==> src/rtl/freq_gate_counter_if.sv <==
// freq_gate_counter_if
//
// Bundles the sample stream coming from the ADC capture logic with the
// frequency result going to the BCD / seven-segment stage.
//
// Signals:
//   sample_en   ADC side -> meter : one-cycle strobe, ad_data holds a new sample
//   ad_data     ADC side -> meter : unsigned 8-bit sample, mid-scale 128
//   freq_hz     meter -> display  : edge count of the last completed window
//   freq_valid  meter -> display  : one-cycle pulse when freq_hz updates
//   freq_ovf    meter -> display  : last window's edge count saturated
//   no_signal   meter -> display  : last window counted zero edges
//
// Modports:
//   master  sample producer / result consumer (ADC capture + display path)
//   slave   the frequency meter itself
interface freq_gate_counter_if #(
    parameter int CNT_W = 27
);
    logic             sample_en;
    logic [7:0]       ad_data;
    logic [CNT_W-1:0] freq_hz;
    logic             freq_valid;
    logic             freq_ovf;
    logic             no_signal;

    modport master (
        output sample_en,
        output ad_data,
        input  freq_hz,
        input  freq_valid,
        input  freq_ovf,
        input  no_signal
    );

    modport slave (
        input  sample_en,
        input  ad_data,
        output freq_hz,
        output freq_valid,
        output freq_ovf,
        output no_signal
    );
endinterface

==> src/rtl/freq_gate_counter.sv <==
// freq_gate_counter
//
// Measurement front-end of the frequency meter. A hysteresis comparator
// turns the ADC sample stream into a clean two-level signal and flags its
// rising crossings; a free-running gate counter defines a window of
// GATE_CYCLES clocks over which those crossings are counted. At the end of
// each window the (saturated) count is latched as freq_hz and announced
// with a one-cycle freq_valid pulse.
//
// Ports:
//   clk   system clock
//   rstn  asynchronous, active-low reset
//   bus   freq_gate_counter_if.slave: sample_en/ad_data in,
//         freq_hz/freq_valid/freq_ovf/no_signal out
//
// Parameters:
//   GATE_CYCLES  window length in clk cycles (1 s at 50 MHz -> count is Hz)
//   HYST_HI      sample >= HYST_HI drives the comparator HIGH
//   HYST_LO      sample <= HYST_LO drives the comparator LOW
//                (HYST_LO must be below HYST_HI)
//   CNT_W        width of the edge counter and of freq_hz
module freq_gate_counter #(
    parameter int         GATE_CYCLES = 50_000_000,
    parameter logic [7:0] HYST_HI     = 8'd160,
    parameter logic [7:0] HYST_LO     = 8'd96,
    parameter int         CNT_W       = 27
) (
    input  logic                   clk,
    input  logic                   rstn,
    freq_gate_counter_if.slave     bus
);

    localparam int GATE_W = (GATE_CYCLES > 1) ? $clog2(GATE_CYCLES) : 1;
    localparam logic [GATE_W-1:0] GATE_LAST = GATE_W'(GATE_CYCLES - 1);

    typedef enum logic [1:0] {
        ST_INIT,
        ST_LOW,
        ST_HIGH
    } cmp_state_t;

    // Add a single increment in CNT_W+1 bits so the carry out is visible.
    function automatic logic [CNT_W:0] wide_add(input logic [CNT_W-1:0] a,
                                                input logic inc);
        return {1'b0, a} + {{CNT_W{1'b0}}, inc};
    endfunction

    // Clamp a CNT_W+1 bit sum to all-ones when its MSB is set.
    function automatic logic [CNT_W-1:0] sat_clamp(input logic [CNT_W:0] s);
        return s[CNT_W] ? {CNT_W{1'b1}} : s[CNT_W-1:0];
    endfunction

    cmp_state_t        cmp_state_p0;
    logic              edge_inc_p0;
    logic [GATE_W-1:0] gate_cnt_p1;
    logic              terminal_p1;
    logic [CNT_W-1:0]  edge_cnt_p1;
    logic              sat_p1;
    logic [CNT_W:0]    cnt_sum_p1;
    logic [CNT_W-1:0]  cnt_clamp_p1;
    logic [CNT_W-1:0]  freq_hz_p2;
    logic              vld_p2;
    logic              freq_ovf_p2;
    logic              no_signal_p2;

    // ---- stage p0: hysteresis comparator / rising-edge detect ----
    // The edge flag is a same-cycle decode so the crossing lands in the
    // edge counter on the very next clock.
    always_comb begin
        edge_inc_p0 = bus.sample_en && (cmp_state_p0 == ST_LOW) &&
                      (bus.ad_data >= HYST_HI);
    end

    // State persists across windows; only reset returns it to INIT, and a
    // first crossing out of INIT is never counted as an edge.
    always_ff @(posedge clk or negedge rstn) begin
        if (!rstn) begin
            cmp_state_p0 <= ST_INIT;
        end else if (bus.sample_en) begin
            case (cmp_state_p0)
                ST_INIT: begin
                    if (bus.ad_data >= HYST_HI)
                        cmp_state_p0 <= ST_HIGH;
                    else if (bus.ad_data <= HYST_LO)
                        cmp_state_p0 <= ST_LOW;
                end
                ST_LOW: begin
                    if (bus.ad_data >= HYST_HI)
                        cmp_state_p0 <= ST_HIGH;
                end
                ST_HIGH: begin
                    if (bus.ad_data <= HYST_LO)
                        cmp_state_p0 <= ST_LOW;
                end
                default: cmp_state_p0 <= ST_INIT;
            endcase
        end
    end

    // ---- stage p1: gate window and saturating edge counter ----
    always_comb begin
        terminal_p1  = (gate_cnt_p1 == GATE_LAST);
        cnt_sum_p1   = wide_add(edge_cnt_p1, edge_inc_p0);
        cnt_clamp_p1 = sat_clamp(cnt_sum_p1);
    end

    // On the terminal cycle the count including that cycle's edge is
    // closed out, so an edge there belongs to the window that is ending.
    always_ff @(posedge clk or negedge rstn) begin
        if (!rstn) begin
            gate_cnt_p1  <= '0;
            edge_cnt_p1  <= '0;
            sat_p1       <= 1'b0;
            freq_hz_p2   <= '0;
            vld_p2       <= 1'b0;
            freq_ovf_p2  <= 1'b0;
            no_signal_p2 <= 1'b0;
        end else if (terminal_p1) begin
            gate_cnt_p1  <= '0;
            edge_cnt_p1  <= '0;
            sat_p1       <= 1'b0;
    // ---- stage p2: result latch ----
            freq_hz_p2   <= cnt_clamp_p1;
            vld_p2       <= 1'b1;
            freq_ovf_p2  <= sat_p1 | cnt_sum_p1[CNT_W];
            no_signal_p2 <= (cnt_clamp_p1 == '0);
        end else begin
            gate_cnt_p1  <= gate_cnt_p1 + 1'b1;
            edge_cnt_p1  <= cnt_clamp_p1;
            // A carry out means an increment was attempted at all-ones.
            if (cnt_sum_p1[CNT_W])
                sat_p1 <= 1'b1;
            vld_p2       <= 1'b0;
        end
    end

    assign bus.freq_hz    = freq_hz_p2;
    assign bus.freq_valid = vld_p2;
    assign bus.freq_ovf   = freq_ovf_p2;
    assign bus.no_signal  = no_signal_p2;

endmodule

==> src/flat_wrapper.sv <==
// flat-port wrapper written by rule: the top's interface ports become plain ports
module freq_gate_counter_flat 
#(
    parameter int         GATE_CYCLES = 50_000_000,
    parameter logic [7:0] HYST_HI     = 8'd160,
    parameter logic [7:0] HYST_LO     = 8'd96,
    parameter int         CNT_W       = 27
)
  (clk, rstn, bus_sample_en, bus_ad_data, bus_freq_hz, bus_freq_valid, bus_freq_ovf, bus_no_signal);
  freq_gate_counter_if #(.CNT_W(CNT_W)) bus_i ();
  input  logic clk;
  input  logic rstn;
  input wire logic [$bits(bus_i.sample_en)-1:0] bus_sample_en;
  input wire logic [$bits(bus_i.ad_data)-1:0] bus_ad_data;
  output wire logic [$bits(bus_i.freq_hz)-1:0] bus_freq_hz;
  output wire logic [$bits(bus_i.freq_valid)-1:0] bus_freq_valid;
  output wire logic [$bits(bus_i.freq_ovf)-1:0] bus_freq_ovf;
  output wire logic [$bits(bus_i.no_signal)-1:0] bus_no_signal;
  assign bus_i.sample_en = bus_sample_en;
  assign bus_i.ad_data = bus_ad_data;
  assign bus_freq_hz = bus_i.freq_hz;
  assign bus_freq_valid = bus_i.freq_valid;
  assign bus_freq_ovf = bus_i.freq_ovf;
  assign bus_no_signal = bus_i.no_signal;
  freq_gate_counter #(.GATE_CYCLES(GATE_CYCLES), .HYST_HI(HYST_HI), .HYST_LO(HYST_LO), .CNT_W(CNT_W)) u_core (.clk(clk), .rstn(rstn), .bus(bus_i));
endmodule
==> config.mk <==
export PLATFORM = sky130hd
export DESIGN_NAME = freq_gate_counter_flat
export DESIGN_NICKNAME = d
export VERILOG_FILES = /design/src/rtl/freq_gate_counter_if.sv /design/src/rtl/freq_gate_counter.sv /design/src/flat_wrapper.sv
export SDC_FILE = /design/constraint.sdc
export NUM_CORES = 1
export LEC_CHECK = 0
export ABC_AREA = 1
export CAP_MARGIN = 20
export CORE_ASPECT_RATIO = 1.5
export CORE_MARGIN = 3
export CORE_UTILIZATION = 35
export DETAILED_ROUTE_END_ITERATION = 10
export PLACE_DENSITY_LB_ADDON = 0.25
export SLEW_MARGIN = 20
export SYNTH_ARGS = -nofsm -noshare
export SYNTH_HDL_FRONTEND = slang
export SYNTH_SLANG_ARGS = --single-unit
==> constraint.sdc <==
create_clock -name clk -period 2.3 [get_ports clk]
set_clock_uncertainty 0.1 [all_clocks]
set_input_delay 0.575 -clock clk [delete_from_list [all_inputs] [get_ports clk]]
set_output_delay 0.575 -clock clk [all_outputs]
set_load 0.02 [all_outputs]
* Word-level counts from Yosys, hierarchy flattened *
Cells that the tools add are included.

storage, ports and cells
  register bits = 86
  latch bits = 0
  RAM bits = 0
  bits in read-only memories = 0
  input port bits = 11
  memories = 0

operators by class
  add/sub/neg operators = 2
  multiply operators = 0
  divide/modulo/power cells = 0
  $lt $le $gt $ge = 2
  equal/unequal tests = 4
  shift-type cells = 0
  multiplexer cells = 10
  bitwise operators = 1
  reductions and logical operators = 6

operator list
  kind                   number
  $mux 27                2
  $add 27x1->28          1
  $logic_not 27->1       1
  $add 26x1->26 const B  1
  $eq 26x26->1 const B   1
  $mux 26                1
  $ge 8x8->1 const B     1
  $le 8x7->1 const B     1
  $mux 2                 3
  $pmux 2 s3             1
  $mux 1                 3
  $eq 2x1->1 const B     1
  $eq 2x2->1 const B     1
  $logic_and 1x1->1      2
  $logic_not 2->1        1
  $ne 2x2->1 const B     1
  $reduce_and 2->1       1
  $reduce_bool 2->1      1
  $or 1x1->1             1

* Longest topological paths before layout *
Gate-level depths: netlist (run 1).

  depth in word-level cells = 6
  gate-level depth with buffers = 17

* Worst setup path after synthesis (run 1) *
No wires, ideal clock.

  path type = input to register
  from = input bus_ad_data[6]
  to = register u_core.no_signal_p2 (netlist: u_core.bus.no_signal)
  library setup time = 0.117 ns
  arrival time = 2.127 ns
  required time = 2.083 ns
  slack = -0.044 ns
  stages on the path = 14
  path buffers = 0
  cell sequence = o21ai_0 -> nor3_1 -> ha_1 -> inv_1 -> nor2_4 -> nand2_2 -> nor2_4 -> nand3_4 -> nand2_1 -> nor2_1 -> nand3_1 -> nor2_1 -> nand3_1 -> nand2_1

between the ends
  word-level cells in the longest chain between the ends = 5

ends and longest elaborated chain
  what                  line                      source
  start, declared       flat_wrapper.sv:14        input wire logic [$bits(bus_i.ad_data)-1:0] bus_ad_data;
  $ge 8x8->1            freq_gate_counter.sv:71   (bus.ad_data >= HYST_HI);
  $logic_and 1x1->1     freq_gate_counter.sv:70   edge_inc_p0 = bus.sample_en && (cmp_state_p0 == ST_LOW) &&
  $add 27x1->28         freq_gate_counter.sv:45   return {1'b0, a} + {{CNT_W{1'b0}}, inc};
  $mux 27               freq_gate_counter.sv:50   return s[CNT_W] ? {CNT_W{1'b1}} : s[CNT_W-1:0];
  $logic_not 27->1      freq_gate_counter.sv:126  no_signal_p2 <= (cnt_clamp_p1 == '0);
  end signal, assigned  freq_gate_counter.sv:126
  end, declared         freq_gate_counter.sv:64   logic no_signal_p2;

No other way between the ends.
A chain may end at the register's enable or synchronous reset.

* Final worst setup path (run 1) *
  from = register u_core.cmp_state_p0[1]
  to = register u_core.no_signal_p2 (netlist: u_core.bus.no_signal)

between the ends
  word-level cells in the longest chain between the ends = 6

ends and longest elaborated chain
  what                             line                      source
  start, declared                  freq_gate_counter.sv:53   cmp_state_t cmp_state_p0;
  start signal, assigned           freq_gate_counter.sv:78   cmp_state_p0 <= ST_INIT;
  start signal, assigned           freq_gate_counter.sv:83   cmp_state_p0 <= ST_HIGH;
  start signal, assigned           freq_gate_counter.sv:85   cmp_state_p0 <= ST_LOW;
  $eq 2x1->1                       freq_gate_counter.sv:70
  $logic_and 1x1->1 (2 in series)  freq_gate_counter.sv:70
  $add 27x1->28                    freq_gate_counter.sv:45
  $mux 27                          freq_gate_counter.sv:50
  $logic_not 27->1                 freq_gate_counter.sv:126

No other way between the ends.

==> key figures, run 1 <==
STA
  – Slew HR: a little over two thirds
  – Period utilization: 104.1%
  – Worst-margin pin slew: 442.7 ps
  – Highest Clock Rate: about 0.42 GHz
  – Final Hold Fails: 0
  – Max-slew violations: 0
  – Setup Viol. Count Final: 2
  – Final min period: between 2000 and 2500 ps
  – RSZ-0062 raised after global routing: true
  – Final worst slack: -94.13 ps
  – Setup TNS: -109.7 ps

Critical path
  – Max incr delay on CP: just over 400 ps
  – Worst-path maximum fanout: 6
  – Crit. Startpoint: u_core.cmp_state_p0[1]
  – WP buf/inv: 2
  – CP required: between 2000 and 2500 ps
  – Cells along the critical path: nor2_4 -> inv_2 -> nor3_4 -> ha_2 -> nand2_2 -> nor2_4 -> buf_6 -> nand3_2 -> nor2_2 -> nand2_2 -> nand2_2 -> nand2_2 -> nor2_4 -> nand2_1 -> nor2_1 -> nand3_1 -> nand2_1
  – Critical path class: reg -> reg
  – Crit-path slowest cell: dfrtp_1
  – Critical path endpoint category: flop
  – Crit path launch type: flop
  – FF-to-FF Start: u_core.cmp_state_p0[1]
  – Crit path DAT: approximately 2600 ps
  – Top delay family on crit path: simple AND/OR/NAND/NOR gates
  – Top cell by count, worst path: nand2_2

Synthesis
  – Simple-Gate Fraction of Synth Area: a little over a third
  – Synth Net Count: between 600 and 700
  – Cell variety after synth: 35
  – Ys Warns: 0
  – Number of flops mapped to enable cells by yosys: 0
  – Cell area after synthesis: 4611 µm²
  – Asr flop ratio synth: 100.0%
  – Xor and xnor fraction of the mapped netlist area: under 10%
  – Post-synthesis mux area share: less than 1%
  – Synth Area in Adders: 0.8141%
  – Post-synth top flop: dfrtp_1
  – Main combinational cell family by area after synthesis: simple AND/OR/NAND/NOR gates
  – Post-Syn Instances: between 600 and 700
  – Flops & latches, synth: 86
  – Synth Area per Inst: 7.634 µm²
  – Compound-cell area share of the yosys netlist: roughly 6.1%
  – Register area share after synthesis: between 40% and 50%

Drt
  – First drt pass iteration count: 4
  – Detailed-route via count: approximately 4.2k
  – Vias per cell: around 4.8
  – Initial drt markers: approximately 160
  – Routed WL per cell: between 10 and 15 µm
  – # DRC: 0
  – Detailed Route WL: between 10,000 and 15,000 µm
  – Antenna Nets Post-Route: 0

Final layout
  – Share of cells above drive strength 1: between 20% and 30%
  – Syn-to-layout area delta: 35.20%
  – NumNets Final: 730
  – Most frequent cells in the layout: nand2_1, nor2_1, dfrtp_1, inv_1, buf_4
  – Diode count: 0
  – Fillers: 1,248
  – Commonest non-fill, non-tap cell in the layout: nand2_1
  – Final core utilization: ~49%

Global route
  – Total track usage: between 10% and 20%
  – Largest net degree at the start of global routing: 44
  – Gr ovfl total: 0
  – Initial antenna violation count: 0
  – Vias in the first global route: about 4.5k
  – First-pass GRT wire length: 21,820 µm

Die
  – Row cnt: 50
  – Die Wd: 99.72 µm
  – Die height: between 100 and 150 µm
  – Core area: 12,700 µm²
  – Die area: roughly 15,000 µm²
  – Initial Util: between 30% and 40%
  – Num ports: 41

Place
  – PortBufs: 40
  – Detailed Place HPWL: 9623 µm
  – GP Congestion: about 0.84

Power
  – Worst vdd ir: between 0.0003 and 0.0004 V
  – Power per cell area: 509.1 nW/µm²
  – Reg power frac: 49.7%
  – Static leakage: around 3.1 nW
  – Switching power: a little under 0.8 mW
  – Sw Share: approximately 24%
  – Combinational share of power: around 8%
  – Clock power share: between 40% and 50%
  – P_int: around 2.4 mW

Clock tree
  – Htree depth: 3
  – CTS tree: done
  – CTS Hold Bufs: 0
  – Maximum root-to-sink buffer count: 2
  – Clock transition at path regs: roughly 60 ps
  – TritonCTS Buffers: 9
  – Clk root buf: clkbuf_16
  – CTS sink count: 86
  – Clock latency on the worst-skew pair: about 340 ps

Min path
  – Hold WC Path Type: in -> async

Run
  – Max-Cap Viols: 0

Status
  – Failing checks: setup timing
  – Status: finished, violations left
## per-stage QoR
step                      hold slack, ps  std cells  total power, mW  instance area (µm²)  worst slack (ps)
after floorplan                    179.4        604            1.700                 4628             37.97
after global placement             369.2        838            1.816                 5559            -761.1
after detailed placement           369.8        838            1.823                 5559            -818.3
after CTS                          88.75        869            3.190                 6015            -163.6
after global routing               97.14        877            3.301                 6233            -248.7
final                              76.40        877            3.174                 6233            -94.13
## per-layer routing
layer  up-vias  share of wire, %  track usage (%)
li1       2143                 -                -
met1      1976                39            20.21
met2        65                55            35.66
met3        29               2.0            2.820
met4         0               3.5            9.023
met5         -                 0                0
## worst paths after layout
| check | to | slack (ps) | depth (start not counted) |
|---|---|---|---|
| worst max-delay path | u_core.bus.no_signal | -90 | 17 |
| worst min-delay path | u_core.bus.freq_hz[13] | 80 | 1 |
| worst max register to register | u_core.bus.no_signal | -90 | 17 |
| worst min register to register | u_core.bus.freq_hz[2] | 380 | 2 |
| max in group asynchronous | u_core.edge_cnt_p1[25] | 1430 | 2 |
| min in group clk | u_core.bus.freq_hz[2] | 380 | 2 |
## logic make-up (layout without fill, tap and decap cells)
logic type	Yosys count	count (layout)
xor gates and xnor gates	18	18
DFF	86	86
buffers and inverters	91	207
muxes	1	1
and+or+nand+nor	351	352
adders and majority gates	3	3
AOI/OAI and AO/OA	54	54
## cell usage after synthesis (3+ instances only)
| cell type | count | area share, % |
|---|---|---|
| nand3_1 | 33 | 3.6 |
| inv_1 | 76 | 6.2 |
| xnor2_1 | 4 | 0.76 |
| nor4_1 | 7 | 0.95 |
| nor2_4 | 6 | 1.5 |
| nor3_1 | 8 | 0.87 |
| o21ai_0 | 22 | 2.4 |
| nand2_1 | 158 | 13 |
| o21ai_1 | 13 | 1.4 |
| xor2_1 | 14 | 2.7 |
| dfrtp_1 | 86 | 47 |
| nor2_2 | 5 | 0.68 |
| ha_1 | 3 | 0.81 |
| nand3_2 | 5 | 1.1 |
| nor2_1 | 97 | 7.9 |
| a21oi_1 | 14 | 1.5 |
| clkbuf_1 | 6 | 0.49 |
| nand3b_1 | 5 | 0.81 |
| inv_2 | 3 | 0.24 |
| nand2_2 | 5 | 0.68 |
| nand4_1 | 15 | 2.0 |
## cell type report
cell class	instances	area (µm²)	area share (%)
clock buffer	11	232.7	3.733
tap	156	195.2	3.131
sequential	86	2152	34.52
timing repair inverter	2	15.01	0.2409
inverter	80	310.3	4.978
multi-input combinational	428	2302	36.93
timing repair buffer	109	989.7	15.88
clock inverter	5	36.28	0.5821
## power by group through the flow
stage	sequential [mW]	combinational, mW	clock [mW]
floorplan	1.59	0.105	0
global placement	1.60	0.219	0
detailed placement	1.60	0.223	0
CTS	1.58	0.236	1.38
global route	1.58	0.288	1.43
finish	1.58	0.253	1.34
## sequential cells by signal (all words and copies together) (netlist names)
register	cells
u_core.gate_cnt_p1	26
u_core.bus.freq_valid	1
u_core.sat_p1	1
u_core.cmp_state_p0	2
u_core.edge_cnt_p1	27
u_core.bus.freq_ovf	1
u_core.bus.no_signal	1
u_core.bus.freq_hz	27
## timing repair
| action | in CTS | in global routing |
|---|---|---|
| gates cloned | 3 | 0 |
| pin swaps | 16 | 21 |
| buffers inserted | 12 | 8 |
| setup endpoints to repair | 56 | 55 |
| gates resized for setup | 30 | 48 |
Power figures use the tool's default switching activity.
==> inputs of run 2 (changes only) <==
--- a/config.mk
+++ b/config.mk
@@ -10,6 +10,7 @@
 export CORE_ASPECT_RATIO = 1.5
 export CORE_MARGIN = 3
 export CORE_UTILIZATION = 35
+export CTS_CLUSTER_DIAMETER = 100
 export DETAILED_ROUTE_END_ITERATION = 10
 export PLACE_DENSITY_LB_ADDON = 0.25
 export SLEW_MARGIN = 20
==> results of run 2 <==
The final DEF is identical to that of run 1; final timing and power are the same.
==> inputs of run 3 (changes only) <==
--- a/config.mk
+++ b/config.mk
@@ -7,9 +7,9 @@
 export LEC_CHECK = 0
 export ABC_AREA = 1
 export CAP_MARGIN = 20
-export CORE_ASPECT_RATIO = 1.5
+export CORE_ASPECT_RATIO = 0.5
 export CORE_MARGIN = 3
-export CORE_UTILIZATION = 35
+export CORE_UTILIZATION = 48
 export CTS_CLUSTER_DIAMETER = 100
 export DETAILED_ROUTE_END_ITERATION = 10
 export PLACE_DENSITY_LB_ADDON = 0.25
==> key figures, run 3 (synthesized netlist as in run 1, its figures left out) <==
Status
  – Status: finished, violations left
  – Failing checks: setup timing

STA
  – Slew HR: 67.51%
  – RSZ-0062 raised after global routing: true
  – Setup Viol. Count Final: 39
  – Final worst slack: -164.2 ps
  – Worst-margin pin slew: approximately 480 ps
  – Highest Clock Rate: 0.4058 GHz
  – Setup TNS: -1571 ps
  – Max-slew violations: 0
  – Period utilization: 107.1%
  – Final min period: about 2500 ps
  – Final Hold Fails: 0

Critical path
  – Crit-path slowest cell: dfrtp_1
  – CP required: between 2000 and 2500 ps
  – Max incr delay on CP: between 300 and 400 ps
  – FF-to-FF Start: u_core.cmp_state_p0[1]
  – Crit path launch type: flop
  – Register-to-register setup slack: -160 ps
  – Top delay family on crit path: simple AND/OR/NAND/NOR gates
  – Cells along the critical path: nor2_2 -> inv_2 -> nor3_4 -> ha_2 -> inv_2 -> nor2_4 -> nand2_4 -> nor2_4 -> nand3_4 -> nand2_2 -> nor2_2 -> nand3_1 -> nor2_1 -> nand3_1 -> nand2_1
  – WP buf/inv: 2
  – Critical path class: reg -> reg
  – Worst-path maximum fanout: 6
  – Crit. Startpoint: u_core.cmp_state_p0[1]
  – Critical path depth in cells: 15
  – R2R depth: 15
  – Critical path endpoint category: flop
  – Crit path DAT: ~2600 ps

Place
  – PortBufs: 40
  – Post-DP Area: between 5000 and 6000 µm²
  – GP Congestion: 0.9953
  – Detailed Place HPWL: 8144 µm
  – Placed cells: 800

Clock tree
  – CTS Hold Bufs: 0
  – CTS sink count: 86
  – Htree depth: 3
  – TritonCTS Buffers: 9
  – Clock latency on the worst-skew pair: approximately 340 ps
  – CTS tree: done
  – Maximum root-to-sink buffer count: 2
  – Clk root buf: clkbuf_16
  – Clock transition at path regs: ~60 ps

Die
  – Initial Util: between 50% and 60%
  – Die area: between 10,000 and 15,000 µm²
  – Die Wd: 144.6 µm
  – Row cnt: 24
  – Num ports: 41
  – Die height: 75.30 µm
  – Core area: 9009 µm²

Drt
  – Detailed Route WL: 11,760 µm
  – Initial drt markers: roughly 330
  – Detailed-route via count: ~4.3k
  – Vias per cell: 5.181
  – Met2 WL: 5636 µm
  – First drt pass iteration count: 6
  – Routed met3 length: slightly above 600 µm
  – Metal-1 WL: approximately 5300 µm
  – Top layer in use: met4
  – Routed WL per cell: about 14 µm
  – Antenna Nets Post-Route: 0
  – # DRC: 0

Global route
  – Largest net degree at the start of global routing: 53
  – Total track usage: between 20 and 25%
  – Gr ovfl total: 0
  – First-pass GRT wire length: 19,130 µm
  – Initial antenna violation count: 0
  – Vias in the first global route: 4,002

Power
  – Total power: between 3 and 4 mW
  – Power per cell area: approximately 550 nW/µm²
  – Static leakage: 3.097 nW
  – Worst vdd ir: slightly above 0.0004 V

Final layout
  – Most frequent cells in the layout: nand2_1, dfrtp_1, nor2_1, inv_1, buf_4
  – NumNets Final: 717
  – Fin area: 6165 µm²
  – Syn-to-layout area delta: 33.70%
  – Share of cells above drive strength 1: roughly 23%
  – Diode count: 0
  – Final Instance Count excl. Fillers: roughly 830
  – Commonest non-fill, non-tap cell in the layout: nand2_1

Run
  – Max-Cap Viols: 0

Min path
  – Hold WC Path Type: in -> async
run 3: cell types whose count changed in the layout (fill, tap and decap cells not counted), sizes merged:
| cell | change |
|---|---|
| clkinvlp | -1 |
| bufinv | +2 |
| clkbuf | -1 |
| clkinv | -1 |
| inv | -1 |
| buf | -11 |
run 3: worst paths after layout:
check                                    endpoint
hold / removal             u_core.gate_cnt_p1[19]
hold reg to reg             u_core.bus.freq_hz[2]
min in group clk            u_core.bus.freq_hz[2]
setup / recovery             u_core.bus.no_signal
max in group asynchronous  u_core.edge_cnt_p1[26]
setup reg to reg             u_core.bus.no_signal
run 3: area by class of cell:
| cell class | count | area (µm²) |
|---|---|---|
| fillers | 698 | 2844 |
| multi-input cells | 428 | 2317 |
| repair buffers | 98 | 904.6 |
| clock inverters | 6 | 92.59 |
| well taps | 117 | 146.4 |
| inverters | 80 | 312.8 |
| flip-flops and latches | 86 | 2152 |
| clock buffers | 10 | 239.0 |
run 3: power breakdown:
group	leakage (nW)	switching (mW)	internal [mW]
Sequential	1.01	0.0329	1.54
Combinational	1.93	0.130	0.103
Clock	0.156	0.614	0.988
run 3: repair_timing:
item,4_1_cts,5_1_grt
pin swaps,13,26
setup endpoints to repair,57,55
setup buffers,3,5
gates resized for setup,32,57
cloned,1,0
run 3: routing by layer:
| metal | vias to the layer above | track usage [%] |
|---|---|---|
| li1 | 2111 | - |
| met1 | 2033 | 29.75 |
| met2 | 113 | 38.34 |
| met3 | 17 | 5.455 |
| met4 | 0 | 6.722 |
| met5 | - | 0 |
run 3: metrics by stage:
stage	worst slack, ps	hold WS, ps	utilization [%]
2_1_floorplan	37.97	179.4	-
3_3_place_gp	-770.9	364.2	61.25
3_5_place_dp	-834.0	364.2	61.25
4_1_cts	-17.85	118.3	66.21
5_1_grt	-269.9	131.3	68.43
6_report	-164.2	98.43	68.43
